===== src/rtl/cpu6_pipe_ctrl.sv =====
// Pipeline hazard/stall controller for a 5-stage CPU: load-use bubbles, branch flushes,
// exception flushes, memory-wait freeze and a fixed-latency multi-cycle mul/div sequencer.
module cpu6_pipe_ctrl #(
   parameter int unsigned MD_LAT = 8,
   parameter int unsigned SCW    = 16
) (
   input  logic           clk,
   input  logic           rst_n,
   input  logic           ext_stall,
   input  logic           exc,
   input  logic           br_taken,
   input  logic           ex_load,
   input  logic [4:0]     ex_rd,
   input  logic [4:0]     id_rs1,
   input  logic [4:0]     id_rs2,
   input  logic           id_rs1_used,
   input  logic           id_rs2_used,
   input  logic           md_start,
   output logic           if_lden,
   output logic           id_lden,
   output logic           ex_lden,
   output logic           mem_lden,
   output logic           wb_lden,
   output logic           id_flush,
   output logic           ex_flush,
   output logic           mem_flush,
   output logic           md_busy,
   output logic           md_done,
   output logic [SCW-1:0] stall_cnt
);

   typedef enum logic [1:0] {RUN, MDWAIT, MDHOLD} state_t;

   localparam logic [3:0] MD_INIT = 4'(MD_LAT - 1);

   state_t         r_state;
   logic [3:0]     r_md_cnt;
   logic           r_md_busy;
   logic [SCW-1:0] r_stall_cnt;

   logic w_load_use;
   logic w_md_active;
   logic w_md_exit;

   // x0 is hardwired zero, so a load targeting it never hazards
   assign w_load_use = ex_load && (ex_rd != 5'd0) &&
                       ((id_rs1_used && (id_rs1 == ex_rd)) ||
                        (id_rs2_used && (id_rs2 == ex_rd)));

   assign w_md_active = (r_state != RUN);
   assign w_md_exit   = !exc && !ext_stall &&
                        (((r_state == MDWAIT) && (r_md_cnt == 4'd0)) || (r_state == MDHOLD));

   always_comb begin
      if_lden   = 1'b1;
      id_lden   = 1'b1;
      ex_lden   = 1'b1;
      mem_lden  = 1'b1;
      wb_lden   = 1'b1;
      id_flush  = 1'b0;
      ex_flush  = 1'b0;
      mem_flush = 1'b0;
      md_done   = 1'b0;
      if (!rst_n) begin
         {if_lden, id_lden, ex_lden, mem_lden, wb_lden} = '0;
      end else if (exc) begin
         {id_flush, ex_flush, mem_flush} = '1;
      end else if (ext_stall) begin
         {if_lden, id_lden, ex_lden, mem_lden, wb_lden} = '0;
      end else if (w_md_active) begin
         if (w_md_exit) begin
            md_done = 1'b1;
         end else begin
            {if_lden, id_lden, ex_lden} = '0;
            mem_flush = 1'b1;
         end
      end else if (md_start) begin
         {if_lden, id_lden, ex_lden} = '0;
         mem_flush = 1'b1;
      end else if (br_taken) begin
         id_flush = 1'b1;
         ex_flush = 1'b1;
      end else if (w_load_use) begin
         if_lden  = 1'b0;
         id_lden  = 1'b0;
         ex_flush = 1'b1;
      end
   end

   // md_cnt keeps counting under ext_stall; reaching zero while frozen parks in MDHOLD
   always_ff @(posedge clk or negedge rst_n) begin
      if (!rst_n) begin
         r_state     <= RUN;
         r_md_cnt    <= 4'd0;
         r_md_busy   <= 1'b0;
         r_stall_cnt <= '0;
      end else begin
         if (!if_lden && (r_stall_cnt != '1))
            r_stall_cnt <= r_stall_cnt + SCW'(1);
         if (exc) begin
            r_state   <= RUN;
            r_md_cnt  <= 4'd0;
            r_md_busy <= 1'b0;
         end else begin
            unique case (r_state)
               RUN: begin
                  if (!ext_stall && md_start) begin
                     r_state   <= MDWAIT;
                     r_md_cnt  <= MD_INIT;
                     r_md_busy <= 1'b1;
                  end
               end
               MDWAIT: begin
                  if (r_md_cnt == 4'd0) begin
                     if (ext_stall) begin
                        r_state <= MDHOLD;
                     end else begin
                        r_state   <= RUN;
                        r_md_busy <= 1'b0;
                     end
                  end else begin
                     r_md_cnt <= r_md_cnt - 4'd1;
                  end
               end
               MDHOLD: begin
                  if (!ext_stall) begin
                     r_state   <= RUN;
                     r_md_busy <= 1'b0;
                  end
               end
               default: begin
                  r_state   <= RUN;
                  r_md_busy <= 1'b0;
               end
            endcase
         end
      end
   end

   assign md_busy   = r_md_busy;
   assign stall_cnt = r_stall_cnt;

endmodule


===== config.mk =====
export PLATFORM = sky130hd
export DESIGN_NAME = cpu6_pipe_ctrl
export DESIGN_NICKNAME = d
export VERILOG_FILES = /design/src/rtl/cpu6_pipe_ctrl.sv
export SDC_FILE = /design/constraint.sdc
export NUM_CORES = 1
export LEC_CHECK = 0
export BUFFER_PORTS_ARGS = -buffer_cell sky130_fd_sc_hd__buf_2
export CORE_ASPECT_RATIO = 0.75
export CORE_MARGIN = 10
export CORE_UTILIZATION = 50
export DETAILED_ROUTE_END_ITERATION = 12
export GPL_TIMING_DRIVEN = 1
export HOLD_SLACK_MARGIN = 0.1
export PLACE_DENSITY = 0.79
export RECOVER_POWER = 25
export SYNTH_ARGS = -nofsm -noshare
export SYNTH_HDL_FRONTEND = slang
export SYNTH_SLANG_ARGS = --single-unit

===== constraint.sdc =====
create_clock -name clk -period 4.65 [get_ports clk]
set_input_delay 0.6975 -clock clk [delete_from_list [all_inputs] [get_ports clk]]
set_output_delay 0.6975 -clock clk [all_outputs]
set_load 0.02 [all_outputs]

==> flow_summary.json, run 1 <==
{
  "status": "finished, final reports clean",
  "tightest_slew_ns": 1.37,
  "cap_violations": 0,
  "cts_buffers": 3,
  "grt_pass1_vias": 1315,
  "cts_resized": 0,
  "cts_hold_buf": 0,
  "clkTransAtPathRegs_ns": 0.07,
  "clkLatencyLatePin_ns": 0.26,
  "grt_usage": 0.124,
  "slew_violations": 0,
  "post_drt_wl_per_cell_um": 14.4,
  "core_um2": 2980,
  "pre_cts_slack_ns": 1.65,
  "rows": 17,
  "io_buffers": 49,
  "syn_to_final_growth_pct": 18.3,
  "syn_nets": 196,
  "post_cts_buffers": 0,
  "dieArea_um2": 5840,
  "die_y_um": 68.7,
  "drive_gt1_frac": 0.308,
  "power_density_nw_per_um2": 431,
  "hpwl_um": 2850,
  "synth_cell_types": 45,
  "cts_sinks": 23,
  "postLayoutSetupSlackWorst_ns": 1.31,
  "synthArstFlopShare": 1.00,
  "stdcell_area_um2": 1870,
  "netlist_instances": 165,
  "synth-warning-count": 0,
  "fmax_mhz": 299,
  "ys_seq_elements": 23,
  "synthFlopType": "dfrtp_1",
  "cts_tree": "yes",
  "overflow": 0,
  "htree_levels": 1,
  "grt_antenna_before_repair": 0,
  "die_w_um": 85.0,
  "nets": 243,
  "place_congestion": 0.788,
  "syn_avg_cell_area_um2": 9.59,
  "skew_ns": 0.00372,
  "min_period_ns": 3.34,
  "wl_met2_um": 1530,
  "min_path_cells": 1,
  "drtIter0Drc": 93,
  "power_leakage_nw": 0.874,
  "start_kind": "input port",
  "cts_max_path_buffers": 2,
  "reg2reg_depth": 9,
  "hold_viol_final": 0,
  "cp_data_required_time_ns": 3.95,
  "rsz0062_at_grt": "no",
  "min_path_type": "flop to flop",
  "via_count": 1326,
  "slew_headroom": 0.0884,
  "fin_hold_ws_ns": 0.486,
  "n_antenna_cell": 0,
  "crit_path_max_fanout": 29,
  "synth_edf_count": 0,
  "dr.max_layer_used": "met4",
  "vdd_ir_drop_max_mv": 0.325,
  "layout_common_cells": "buf_2 (48), dfrtp_1 (23), xnor2_1 (17), nand2_1 (12), nor2_1 (11)",
  "antenna_left": 0,
  "worst-setup-path-type": "input port to primary output",
  "setup_tns_ns": 0,
  "grt_pass1_wl_um": 6020,
  "cts_root_buffer": "clkbuf_8",
  "met3WireLength_um": 254,
  "post_dp_cell_area_um2": 1830,
  "io_pins": 50,
  "wl_um": 3590,
  "final_common_cell": "buf_2",
  "setup_violations": 0,
  "vias_per_cell": 5.33,
  "endpoint_kind": "primary output",
  "firstDrtPassIters": 6,
  "syn_area_um2": 1580,
  "start_util": 0.532,
  "post-route-period-util": 0.718,
  "post-route-drc-count": 0,
  "synth_seq_area_share": 0.364,
  "drt-met1-wl_um": 1780,
  "grt_max_degree": 30,
  "cp.arrival_ns": 2.64
}
cell usage after synthesis (2+ instances only):
| library cell | number | area [um^2] |
|---|---|---|
| nand2_1 | 12 | 45.0 |
| nor3_1 | 2 | 10.0 |
| a21boi_1 | 2 | 15.0 |
| xnor2_1 | 17 | 149 |
| and3_1 | 4 | 25.0 |
| nor3b_1 | 2 | 15.0 |
| mux2_1 | 2 | 22.5 |
| nor4bb_1 | 2 | 20.0 |
| buf_4 | 3 | 22.5 |
| nand4_2 | 2 | 25.0 |
| a32oi_1 | 2 | 17.5 |
| and4_1 | 2 | 17.5 |
| xor2_1 | 8 | 70.1 |
| buf_2 | 2 | 10.0 |
| o21ai_0 | 2 | 10.0 |
| nor2b_1 | 2 | 12.5 |
| ha_1 | 7 | 87.6 |
| inv_1 | 8 | 30.0 |
| and2_1 | 4 | 25.0 |
| nand3_2 | 6 | 60.1 |
| o21ai_1 | 5 | 25.0 |
| nand4_1 | 5 | 31.3 |
| dfrtp_1 | 23 | 576 |
| a21oi_1 | 9 | 45.0 |
| nor2_1 | 11 | 41.3 |
| nand3_1 | 2 | 10.0 |
cells by family (layout without fill, tap and decap cells):
| group | after synthesis | count (layout) | synth area share |
|---|---|---|---|
| flip-flops | 23 | 23 | 0.364 |
| buffers and inverters | 17 | 63 | 0.0561 |
| XOR/XNOR | 25 | 25 | 0.138 |
| AO/OA/AOI/OAI | 28 | 28 | 0.125 |
| AND/OR/NAND/NOR | 63 | 63 | 0.247 |
| adder cells (fa/ha/maj) | 7 | 7 | 0.0553 |
| multiplexers | 2 | 2 | 0.0142 |
where the power goes:
group | leakage (nW) | internal, mW | switching, mW
sequential | 0.299 | 0.256 | 0.0559
combinational | 0.549 | 0.155 | 0.219
clock | 0.0255 | 0.0598 | 0.0620
total | 0.874 | 0.471 | 0.337
critical path: stages:
cell and delay, ns:
clkbuf_1 0.98, a21boi_1 0.39, o41ai_4 0.12, buf_4 0.22
inv_2 0.07, buf_2 0.16
registers in the layout, summed over array words and instances (netlist names):
name / cells
r_state: 2
r_md_cnt: 4
md_busy: 1
stall_cnt: 16
per-stage QoR:
stage / std cells / utilization / power, mW
floorplan: 165 / - / 0.587
global placement: 245 / 0.614 / 0.682
detailed placement: 245 / 0.614 / 0.690
CTS: 249 / 0.629 / 0.815
finish: 249 / 0.629 / 0.808
global route: 249 / 0.629 / 0.879
final timing paths:
kind,end,slack (ns),start
worst max-delay path,if_lden,1.31,rst_n
min in group asynchronous,r_md_cnt[2],0.73,rst_n
worst min register to register,stall_cnt[6],0.49,stall_cnt[6]
worst max register to register,stall_cnt[1],2.05,r_state[1]
worst min-delay path,stall_cnt[6],0.49,stall_cnt[6]
max in group asynchronous,stall_cnt[8],3.12,rst_n
final cells by class:
cell class / count / area, um^2
clock buffer: 3 / 41.3
sequential: 23 / 576
timing repair buffer: 50 / 251
clock inverter: 1 / 5.00
fill: 264 / 1100
inverter: 9 / 33.8
multi-input combinational: 125 / 918
tap: 38 / 47.5
per-layer routing:
metal,track usage,vias to the layer above
met5,0,-
met1,0.153,612
met4,0.0389,0
met2,0.198,40
li1,-,670
met3,0.0480,4
No activity file was read; power rests on OpenSTA's default activity.
==> run 2, diff against run 1 <==
CORE_UTILIZATION = 46   (was 50)
PLACE_DENSITY = 0.76   (was 0.79)
clock period = 2.7 ns   (was 4.65 ns; I/O delays follow)
==> run 2 against run 1 <==
Clock power increased by 76%; die area increased by 6.4%; setup slack got worse by 1.1 ns; hold slack improved by 0.015 ns; critical endpoint unchanged; largest power group unchanged.
==> flow_summary.json, run 2 (synthesized netlist as in run 1, its figures left out) <==
{
  "status": "finished, final reports clean",
  "clkLatencyLatePin_ns": 0.26,
  "wl_um": 3900,
  "crit_path_max_fanout": 11,
  "endpoint_kind": "primary output",
  "multiInputGateArea_um2": 942,
  "post_dp_cell_area_um2": 1860,
  "syn_to_final_growth_pct": 22.4,
  "postLayoutSetupSlackWorst_ns": 0.193,
  "dieArea_um2": 6210,
  "slew_violations": 0,
  "slew_headroom": 0.455,
  "nets": 248,
  "post-route-drc-count": 0,
  "io_pins": 50,
  "drt-met1-wl_um": 1890,
  "critical-path-top-delay-family": "buffers and inverters",
  "htree_levels": 1,
  "core_um2": 3290,
  "layout_common_cells": "buf_2 (49), dfrtp_1 (23), xnor2_1 (17), nand2_1 (12), nor2_1 (11)",
  "clkTransAtPathRegs_ns": 0.08,
  "rows": 18,
  "fmax_mhz": 399,
  "power_leakage_nw": 0.900,
  "cts_max_path_buffers": 2,
  "pre_cts_slack_ns": 0.324,
  "drtIter0Drc": 133,
  "start_kind": "flop",
  "cts_buffers": 3,
  "vias_per_cell": 5.36,
  "cp_data_required_time_ns": 2.30,
  "vdd_ir_drop_max_mv": 0.367,
  "cap_violations": 0,
  "wl_met2_um": 1700,
  "cpMaxStageDelayCell": "dfrtp_1",
  "min_path_type": "flop to flop",
  "setup_violations": 0,
  "r2r-start": "r_md_cnt[0]",
  "power_density_nw_per_um2": 751,
  "grt_max_degree": 16,
  "grt_antenna_before_repair": 0,
  "startpoint": "r_md_cnt[0]",
  "antenna_left": 0,
  "regArea_um2": 576,
  "grt_pass1_vias": 1410,
  "firstDrtPassIters": 4,
  "place_congestion": 0.788,
  "post-route-period-util": 0.929,
  "path_cells": "inv_1 -> ha_1 -> nor4bb_4 -> o21ai_1 -> a21boi_2 -> o41ai_4 -> buf_4 -> inv_2 -> buf_2",
  "min_period_ns": 2.51,
  "dr.max_layer_used": "met3",
  "rsz0062_at_grt": "no",
  "die_y_um": 70.8,
  "stdcell_area_um2": 1940,
  "tightest_slew_ns": 0.818,
  "hpwl_um": 3120,
  "cts_tree": "yes",
  "fill_cells": 282,
  "critPathMaxStageDelay_ns": 0.41,
  "worst-setup-path-type": "flop to primary output",
  "die_w_um": 87.7,
  "via_count": 1372,
  "start_util": 0.481,
  "largest_reg_flops": 16,
  "drive_gt1_frac": 0.333,
  "overflow": 0,
  "grt_usage": 0.128,
  "met3WireLength_um": 314,
  "hold_viol_final": 0,
  "post_drt_wl_per_cell_um": 15.2,
  "grt_pass1_wl_um": 6770,
  "final_common_cell": "buf_2",
  "n_antenna_cell": 0,
  "io_buffers": 49,
  "skew_ns": 0.00296,
  "cp.arrival_ns": 2.10,
  "cts_sinks": 23,
  "setup_tns_ns": 0,
  "critPathBufInv": 4,
  "cts_root_buffer": "clkbuf_8",
  "worstHoldStart": "stall_cnt[15]"
}
run 2: cell types whose count changed in the layout (fill, tap and decap cells not counted), sizes merged:
cell,delta
dlygate4sd3,+1
buf,+4
run 2: through the flow:
step / instances / hold slack, ns / total power [mW] / util
final: 256 / 0.501 / 1.45 / 0.589
after global routing: 256 / 0.527 / 1.58 / 0.589
after CTS: 256 / 0.501 / 1.45 / 0.584
after detailed placement: 251 / 0.303 / 1.23 / 0.567
after global placement: 251 / 0.301 / 1.21 / 0.567
after floorplan: 165 / 0.109 / 1.01 / -
run 2: path summary, 6_finish.rpt:
| check | end | slack [ns] | cells after the start |
|---|---|---|---|
| min in group asynchronous | stall_cnt[8] | 0.55 | 2 |
| hold reg to reg | stall_cnt[15] | 0.50 | 1 |
| max in group asynchronous | r_md_cnt[2] | 1.13 | 3 |
| setup reg to reg | stall_cnt[1] | 0.55 | 9 |
| setup / recovery | if_lden | 0.19 | 9 |
| hold / removal | stall_cnt[15] | 0.50 | 1 |
run 2: where the power goes:
group | internal, mW | switching (mW)
logic | 0.301 | 0.389
clock network | 0.103 | 0.112
registers | 0.441 | 0.109
run 2: final cells by class:
class	instances	area share
clock buffer	3	0.0213
clock inverter	1	0.00258
inverter	9	0.0174
multi-input combinational	125	0.486
sequential	23	0.297
tap	40	0.0258
timing repair buffer	55	0.149
run 2: timing repair:
item                                    4_1_cts  5_1_grt
endpoints found under the hold margin         8        0
hold buffers                                  1        0
gates resized for setup                       0        3
buffers inserted                              0        0
endpoints found under the setup margin        0        2
run 2: layer usage:
layer | vias to the layer above | GRT usage
met2 | 37 | 0.199
li1 | 684 | -
met3 | 0 | 0.0515
met1 | 651 | 0.169
met5 | - | 0
met4 | 0 | 0.0124
